==> config.mk <==
export PLATFORM = sky130hd
export DESIGN_NAME = aes_cipher_serializer_flat
export DESIGN_NICKNAME = d
export VERILOG_FILES = /design/src/rtl/aes_cipher_serializer_if.sv /design/src/rtl/aes_cipher_serializer.sv /design/src/flat_wrapper.sv
export SDC_FILE = /design/constraint.sdc
export NUM_CORES = 1
export LEC_CHECK = 0
export ABC_AREA = 1
export CAP_MARGIN = 10
export CORE_ASPECT_RATIO = 2
export CORE_MARGIN = 4
export CORE_UTILIZATION = 54
export DETAILED_ROUTE_END_ITERATION = 12
export PLACE_DENSITY_LB_ADDON = 0.3
export SYNTH_ARGS = -nofsm -noshare
export SYNTH_HDL_FRONTEND = slang
export SYNTH_SLANG_ARGS = --single-unit
==> constraint.sdc <==
create_clock -name clk -period 9.4 [get_ports clk]
set_input_delay 1.88 -clock clk [delete_from_list [all_inputs] [get_ports clk]]
set_output_delay 1.88 -clock clk [all_outputs]
set_load 0.005 [all_outputs]
==> src/rtl/aes_cipher_serializer_if.sv <==
// Stream bundle between the AES encrypt wrapper, the cipher serializer and its consumer.
// The slave modport is the serializer's view. The master modport is the view of whatever
// drives the serializer.
interface aes_cipher_serializer_if #(
    parameter int unsigned DATA_W = 128,
    parameter int unsigned WORD_W = 32,
    parameter int unsigned DEPTH  = 2
);
    localparam int unsigned LVL_W = $clog2(DEPTH + 1);

    logic              valid_in;
    logic [DATA_W-1:0] cipher_in;
    logic              out_ready;
    logic              out_valid;
    logic [WORD_W-1:0] out_data;
    logic              out_last;
    logic [LVL_W-1:0]  level;
    logic              overflow;

    modport master (
        output valid_in,
        output cipher_in,
        output out_ready,
        input  out_valid,
        input  out_data,
        input  out_last,
        input  level,
        input  overflow
    );

    modport slave (
        input  valid_in,
        input  cipher_in,
        input  out_ready,
        output out_valid,
        output out_data,
        output out_last,
        output level,
        output overflow
    );
endinterface

==> src/rtl/aes_cipher_serializer.sv <==
// Buffers up to DEPTH cipher blocks and emits each one MSW-first as WORD_W-bit words over a
// valid/ready stream. Blocks that arrive while the buffer is full are dropped. A sticky flag
// records that a drop has happened.
module aes_cipher_serializer #(
    parameter int unsigned DATA_W = 128,
    parameter int unsigned WORD_W = 32,
    parameter int unsigned DEPTH  = 2
) (
    input logic                    clk,
    input logic                    rst_n,
    aes_cipher_serializer_if.slave bus
);
    localparam int unsigned WORDS = DATA_W / WORD_W;
    localparam int unsigned IDX_W = (WORDS > 1) ? $clog2(WORDS) : 1;
    localparam int unsigned PTR_W = (DEPTH > 1) ? $clog2(DEPTH) : 1;
    localparam int unsigned LVL_W = $clog2(DEPTH + 1);

    localparam logic [IDX_W-1:0] LAST_IDX = IDX_W'(WORDS - 1);
    localparam logic [PTR_W-1:0] LAST_PTR = PTR_W'(DEPTH - 1);
    localparam logic [LVL_W-1:0] FULL_LVL = LVL_W'(DEPTH);

    logic [DATA_W-1:0] mem [DEPTH];
    logic [PTR_W-1:0]  wr_ptr_q, wr_ptr_d;
    logic [PTR_W-1:0]  rd_ptr_q, rd_ptr_d;
    logic [LVL_W-1:0]  level_q, level_d;
    logic [IDX_W-1:0]  idx_q, idx_d;
    logic              overflow_q, overflow_d;

    logic              valid;
    logic              xfer;
    logic              last_xfer;
    logic              space;
    logic              wr_en;
    logic              drop;
    logic [DATA_W-1:0] head;
    logic [WORD_W-1:0] head_words [WORDS];

    function automatic logic [PTR_W-1:0] ptr_adv(input logic [PTR_W-1:0] p);
        return (p == LAST_PTR) ? '0 : p + PTR_W'(1);
    endfunction

    // Split the head block into words, index 0 being the most significant.
    assign head = mem[rd_ptr_q];
    for (genvar g = 0; g < WORDS; g++) begin : g_words
        assign head_words[g] = head[DATA_W-1-g*WORD_W -: WORD_W];
    end

    // Handshake decode and next-state. The last word leaving frees a slot on the same edge.
    always_comb begin
        valid      = (level_q != '0);
        xfer       = valid && bus.out_ready;
        last_xfer  = xfer && (idx_q == LAST_IDX);
        space      = (level_q < FULL_LVL) || last_xfer;
        wr_en      = bus.valid_in && space;
        drop       = bus.valid_in && !space;

        wr_ptr_d   = wr_ptr_q;
        rd_ptr_d   = rd_ptr_q;
        idx_d      = idx_q;
        level_d    = level_q;
        overflow_d = overflow_q | drop;

        if (wr_en) begin
            wr_ptr_d = ptr_adv(wr_ptr_q);
        end
        if (last_xfer) begin
            rd_ptr_d = ptr_adv(rd_ptr_q);
            idx_d    = '0;
        end else if (xfer) begin
            idx_d = idx_q + IDX_W'(1);
        end

        unique case ({wr_en, last_xfer})
            2'b10:   level_d = level_q + LVL_W'(1);
            2'b01:   level_d = level_q - LVL_W'(1);
            default: level_d = level_q;
        endcase
    end

    // Control state with synchronous active-low reset.
    always_ff @(posedge clk) begin
        if (!rst_n) begin
            wr_ptr_q   <= '0;
            rd_ptr_q   <= '0;
            idx_q      <= '0;
            level_q    <= '0;
            overflow_q <= 1'b0;
        end else begin
            wr_ptr_q   <= wr_ptr_d;
            rd_ptr_q   <= rd_ptr_d;
            idx_q      <= idx_d;
            level_q    <= level_d;
            overflow_q <= overflow_d;
        end
    end

    // Block storage has no reset. Writes are suppressed while reset is asserted.
    always_ff @(posedge clk) begin
        if (rst_n && wr_en) begin
            mem[wr_ptr_q] <= cipher_in_sel();
        end
    end

    function automatic logic [DATA_W-1:0] cipher_in_sel();
        return bus.cipher_in;
    endfunction

    // Outputs come from registers only. Data is forced to zero when nothing is held, so reset
    // never exposes stale storage.
    assign bus.out_valid = valid;
    assign bus.out_data  = valid ? head_words[idx_q] : '0;
    assign bus.out_last  = valid && (idx_q == LAST_IDX);
    assign bus.level     = level_q;
    assign bus.overflow  = overflow_q;

endmodule

==> src/flat_wrapper.sv <==
// flat-port wrapper written by rule: the top's interface ports become plain ports
module aes_cipher_serializer_flat 
#(
    parameter int unsigned DATA_W = 128,
    parameter int unsigned WORD_W = 32,
    parameter int unsigned DEPTH  = 2
)
  (clk, rst_n, bus_valid_in, bus_cipher_in, bus_out_ready, bus_out_valid, bus_out_data, bus_out_last, bus_level, bus_overflow);
  aes_cipher_serializer_if #(.DATA_W(DATA_W), .WORD_W(WORD_W), .DEPTH(DEPTH)) bus_i ();
  input logic clk;
  input logic rst_n;
  input wire logic [$bits(bus_i.valid_in)-1:0] bus_valid_in;
  input wire logic [$bits(bus_i.cipher_in)-1:0] bus_cipher_in;
  input wire logic [$bits(bus_i.out_ready)-1:0] bus_out_ready;
  output wire logic [$bits(bus_i.out_valid)-1:0] bus_out_valid;
  output wire logic [$bits(bus_i.out_data)-1:0] bus_out_data;
  output wire logic [$bits(bus_i.out_last)-1:0] bus_out_last;
  output wire logic [$bits(bus_i.level)-1:0] bus_level;
  output wire logic [$bits(bus_i.overflow)-1:0] bus_overflow;
  assign bus_i.valid_in = bus_valid_in;
  assign bus_i.cipher_in = bus_cipher_in;
  assign bus_i.out_ready = bus_out_ready;
  assign bus_out_valid = bus_i.out_valid;
  assign bus_out_data = bus_i.out_data;
  assign bus_out_last = bus_i.out_last;
  assign bus_level = bus_i.level;
  assign bus_overflow = bus_i.overflow;
  aes_cipher_serializer #(.DATA_W(DATA_W), .WORD_W(WORD_W), .DEPTH(DEPTH)) u_core (.clk(clk), .rst_n(rst_n), .bus(bus_i));
endmodule
==> run metrics, run 1 <==
status finished, final reports clean; multi-input combinational cell area 0.002424 mm²; fin crit period just under 6 ns; max-cap viol count 0; commonest non-fill, non-tap cell in the layout nand2_1; reg-to-reg startpoint u_core.idx_q[0]; vias in the first global route 8190; H-tree depth 1; CP peak stage delay about 0.9 ns; Via density 5.043; Clock Path Buffers 3; Area after DPL approximately 0.013 mm²; DR vias around 8.1k; Post-Route WL 27.13 mm; Final ANT Viol Nets 0; Critical Path AT just over 4 ns; Pleak just over 6 nW; clk_lat worst skew 0.51 ns; ratio of final minimum period to clock period 0.6305; most frequent cells in the layout nand2_1 (336), inv_1 (266), edfxtp_1 (256), clkdlybuf4s50_1 (168), nand3_1 (162); Die Y 214.6 µm; min-delay worst type flop to flop; fmax about 170 MHz; Initial DRC Count between 500 and 600; clk root buf clkbuf_16; Initial Util 0.5483; nets 1448; Post-CTS Setup Inserts 0; share of layout cells above drive strength 1 0.03988; Register Area a little under 0.008 mm²; routability-driven placement congestion ratio ~0.86; dominant synthesized flop cell edfxtp_1; hold_buf cts 0; Slew Limit Fails 0; clk slew on worst S/H paths approximately 0.070 ns; Filler Cell Count approximately 1.6k; largest net degree at the start of global routing 75; Startpoint Class flop; Async SR Flop Fraction 0; area grow syn2layout 22.86%; Worst setup EP type output port; Post-synth EDFFs ~260; FF+latch count, synth 264; Yosys warnings 0; GRT Resource Usage Total 0.2245; critical path required time around 7.5 ns; Post-CTS Resized 0; Clock Skew around 0.0060 ns; Worst Hold Launch u_core.bus.overflow; Critical Path Fanout Max 67; GRT overflow 0; PwrDens about 180 mW/mm²; DRC errors left 0; Mapped Nets about 1.3k; dpl hpwl roughly 18 mm; first-pass GRT wire length ~42 mm; CP max stage cell clkinv_2; sequential area share after synthesis 0.6809; port bufs around 170; final non-filler cell area roughly 0.014 mm²; synthesized area about 0.012 mm²; Post-Synthesis Cells 1166; Die ar. ~0.024 mm²; cell chain of the critical path clkinv_2, buf_4, nand2_1, nand3_1, nand3_1, nand2_1, nor2_1, clkdlybuf4s50_1; Power Total between 2 and 3 mW; Core Box Area around 0.021 mm²; clk sinks about 260; final hold vios 0; drt wl/cell ~17 µm; post-synthesis cell type count 16; Peak VDD IR about 0.18 mV; RSZ-0062 raised after global routing false; final total negative setup slack 0 ns; First-pass DRT Iterations 5; Ports around 170; Mean Syn Cell Area 9.884 µm²; number of setup violations in the final report 0; site row count between 70 and 80; die width ~110 µm; initial antenna violation count 1; CTS buffer count 22; TritonCTS clock tree built; worst slew pin tran between 0.9 and 1 ns; Worst slew margin 0.3433; WS Path Type flop to output port
==> kinds of logic after synthesis <==
family	count (synthesis)	share of synthesized area
compound gates	7	0.003040
fa+ha+maj	2	0.002171
buf+inv	322	0.1094
flops	264	0.6809
simple gates	571	0.2044
==> synth_stat cells, types with 2 or more instances <==
master,n,share of area
nand2_1,336,0.11
inv_2,2,0.00065
ha_1,2,0.0022
nand3_1,162,0.070
clkbuf_1,5,0.0016
buf_2,42,0.018
dfxtp_1,8,0.014
a21oi_1,6,0.0026
edfxtp_1,256,0.67
buf_1,5,0.0016
inv_1,268,0.087
nor2_1,70,0.023
==> where the power goes <==
part / switching (mW) / internal (mW)
Clock: 0.397 / 0.580
Sequential: 0.0111 / 1.34
Combinational: 0.139 / 0.114
==> worst max-delay path, delay by kind of cell, from the launching register on <==
kind | cells | cell delay, ns
buffers and inverters | 3 | 2.10
DFF | 1 | 0.75
and+or+nand+nor | 5 | 0.61
==> state kept, by name (all words and copies together) (netlist names), named ones only <==
register,flops
u_core.mem,256
u_core.bus.level,2
u_core.idx_q,2
u_core.bus.overflow,1
u_core.rd_ptr_q,1
u_core.wr_ptr_q,1
==> path summary, 6_finish.rpt <==
path	end	slack (ns)	depth (start not counted)
worst max register to register	u_core.mem[1][118]	5.65	8
worst min register to register	u_core.bus.overflow	0.46	2
worst min-delay path	u_core.bus.overflow	0.46	2
worst max-delay path	bus_out_data[10]	3.47	8
==> final cells by class <==
type,instances,area share
Sequential cell,264,0.5547
Clock buffer,28,0.04409
Multi-Input combinational cell,580,0.1712
Inverter,270,0.07184
Antenna cell,1,0.0001767
Clock inverter,11,0.01131
Timing Repair Buffer,176,0.1230
Tap cell,269,0.02377
==> routing by layer <==
metal  GRT usage  part of all wire  up-vias
li1            -                 -     3933
met1      0.2322              0.35     3800
met2      0.4307              0.55      272
met3     0.02994             0.051       59
met4      0.1161             0.051        0
met5           0                 0        -
==> per-stage QoR <==
stage          hold slack (ns)  setup WS, ns    util  std cells
3_5_place_dp            0.4538         4.026  0.6362       1559
6_report                0.4624         3.473  0.6736       1599
3_3_place_gp            0.4448         4.052  0.6362       1559
4_1_cts                 0.4644         3.448  0.6735       1598
5_1_grt                 0.4952         3.196  0.6736       1599
2_1_floorplan           0.4466         1.317       -       1166
Power figures use the tool's default switching activity.
==> run 2, diff against run 1 <==
==> constraint.sdc (replaced) <==
create_clock -name clk -period 5.8 [get_ports clk]
set_input_delay 1.16 -clock clk [delete_from_list [all_inputs] [get_ports clk]]
set_output_delay 1.16 -clock clk [all_outputs]
set_load 0.005 [all_outputs]
==> run 2 against run 1 <==
  * Sequential share of layout area about the same
  * Cell count up 0.25%
  * Clock skew up 0.0026 ns
  * Clock power up 56%
  * First-iteration DRC count down 12%
  * Critical endpoint is now bus_out_data[6]
  * Largest power group unchanged
  * Highest routed layer unchanged
==> run metrics, run 2 (synthesized netlist as in run 1, its figures left out) <==
GRT overflow 0 (unchanged); site row count 75 (unchanged); dpl hpwl 19.16 mm (+8.9%); ratio of final minimum period to clock period 0.8027; DR vias 8129 (+0.81%); area grow syn2layout 22.89% (about the same); Int Power 3.268 mW (+60%); Hold Slack 0.4548 ns (-0.007638 ns); final hold vios 0 (unchanged); Clock Skew 0.008667 ns (+0.002647 ns); die width 111.3 µm (unchanged); critical path required time 4.64 ns (-2.88 ns); Die Y 214.6 µm (unchanged); hold_buf cts 0 (unchanged); sw frac 0.2109 (-0.001055); Worst setup EP type output port; Ports 169 (unchanged); max reg flops 256 (unchanged); nets 1451 (+0.21%); vias in the first global route 8517 (+4.0%); First-pass DRT Iterations 5 (unchanged); grt met3 use 0.03502 (+0.005083); Worst slew margin 0.3164 (-0.02691); PwrDens 292.5 mW/mm² (+60%); RSZ-0062 raised after global routing false; Post-Route WL 27.97 mm (+3.1%); Post-CTS Resized 0 (unchanged); Peak VDD IR 0.2806 mV (+57%); Die ar. 0.02389 mm² (unchanged); P_sw 0.8735 mW (+59%); routability-driven placement congestion ratio 0.8596 (-0.14%); Critical Path AT 3.50 ns (-0.55 ns); Reg with most FFs u_core.mem; Pleak 6.130 nW (about the same); H-tree depth 1 (unchanged); share of layout cells above drive strength 1 0.03910 (-0.0007819); busiest layer in global routing met2; clk sinks 264 (unchanged); Post-CTS Setup Inserts 0 (unchanged); number of setup violations in the final report 0 (unchanged); fmax roughly 210 MHz; drt wl/cell 17.45 µm (+2.8%); M1 GR Usage 0.2290 (-0.003269); commonest non-fill, non-tap cell in the layout nand2_1; largest net degree at the start of global routing 97 (+29%); port bufs 168 (unchanged); r2r setup slk 2.71 ns (-2.94 ns); placed insts 1561 (+0.13%); clk_lat worst skew 0.50 ns (about the same); Slew Limit Fails 0 (unchanged); reg-to-reg startpoint u_core.idx_q[0]; GRT Resource Usage Total 0.2314 (+0.006971); Final ANT Viol Nets 0 (unchanged); register share of total power 0.531 (+0.007); clk slew on worst S/H paths 0.07 ns (about the same); status finished, final reports clean; Via density 5.071 (+0.55%); worst slew pin tran 1.025 ns (+0.04036 ns); Initial Util 0.5483 (unchanged); DRC errors left 0 (unchanged); most frequent cells in the layout nand2_1 (336), inv_1 (266), edfxtp_1 (256), clkdlybuf4s50_1 (168), nand3_1 (162); Startpoint Class flop; Reg-to-Reg End u_core.mem[0][59]; Core Box Area 0.02102 mm² (unchanged); fin crit period approximately 4.7 ns; critical path endpoint bus_out_data[6]; M2 GR Usage 0.4462 (+0.01552); final core occ 0.6738 (about the same); Clock Path Buffers 3 (unchanged); power share of the combinational group 0.099 (about the same); clk root buf clkbuf_16; WS Path Type flop to output port; reg2reg path depth 7 (-1); final std cells w/o fill 1603 (+0.25%); Critical Path Fanout Max 90 (+34%); max-cap viol count 0 (unchanged); initial antenna violation count 4 (+3); min-delay worst type flop to flop; TritonCTS clock tree built; first-pass GRT wire length 43.01 mm (+3.1%); Initial DRC Count 516 (-12%); clock power share 0.370 (-0.008); final total negative setup slack 0 ns (unchanged); CTS buffer count 23 (+4.5%)
run 2: cell types whose count changed in the layout (fill, tap and decap cells not counted), sizes merged:
cell,change
clkinv,+1
buf,+2
clkbuf,-1
clkinvlp,-1
diode,+3
run 2: worst max-delay path: stages, from the launching register on:
cell and delay [ns]:
dfxtp_4 0.59, clkinv_2 0.52, buf_4 0.61, nand2_1 0.18, nand3_1 0.09, nand2_1 0.15
nor2_1 0.05, nor2_1 0.20, clkdlybuf4s50_1 0.54
run 2: area by class of cell:
class | count | area [µm²]
well taps | 269 | 336.6
inverters | 270 | 1017
repair buffers | 178 | 1769
clock buffers | 27 | 590.6
fillers | 1599 | 6858
multi-input cells | 580 | 2424
clock inverters | 11 | 161.4
flip-flops and latches | 264 | 7854
diodes | 4 | 10.01
run 2: power groups by stage:
| stage | logic, mW | clock network [mW] | registers, mW |
|---|---|---|---|
| 2_1_floorplan | 0.182 | 0 | 2.24 |
| 3_3_place_gp | 0.404 | 0 | 2.23 |
| 3_5_place_dp | 0.412 | 0 | 2.24 |
| 4_1_cts | 0.414 | 1.56 | 2.20 |
| 5_1_grt | 0.450 | 1.64 | 2.20 |
| 6_report | 0.410 | 1.53 | 2.20 |
run 2: metrics by stage:
step	power (mW)	setup slack, ns	area, µm²
2_1_floorplan	2.423	0.5976	11530
3_3_place_gp	2.638	1.729	13400
3_5_place_dp	2.650	1.693	13400
4_1_cts	4.173	1.143	14150
5_1_grt	4.295	0.8874	14160
6_report	4.142	1.144	14160
run 2: routing by layer:
layer	share of wire	up-vias
met5	0	-
met4	0.059	0
met3	0.051	79
met2	0.57	289
met1	0.32	3814
li1	-	3947
run 2: worst min path at each step:
stage	slack, ns	startpoint	depth (start not counted)	endpoint
floorplan	0.45	u_core.bus.overflow	2	u_core.bus.overflow
global placement	0.44	u_core.bus.overflow	2	u_core.bus.overflow
detailed placement	0.45	u_core.bus.overflow	2	u_core.bus.overflow
CTS	0.46	u_core.bus.overflow	2	u_core.bus.overflow
global route	0.47	u_core.bus.overflow	2	u_core.bus.overflow
finish	0.45	u_core.bus.overflow	2	u_core.bus.overflow
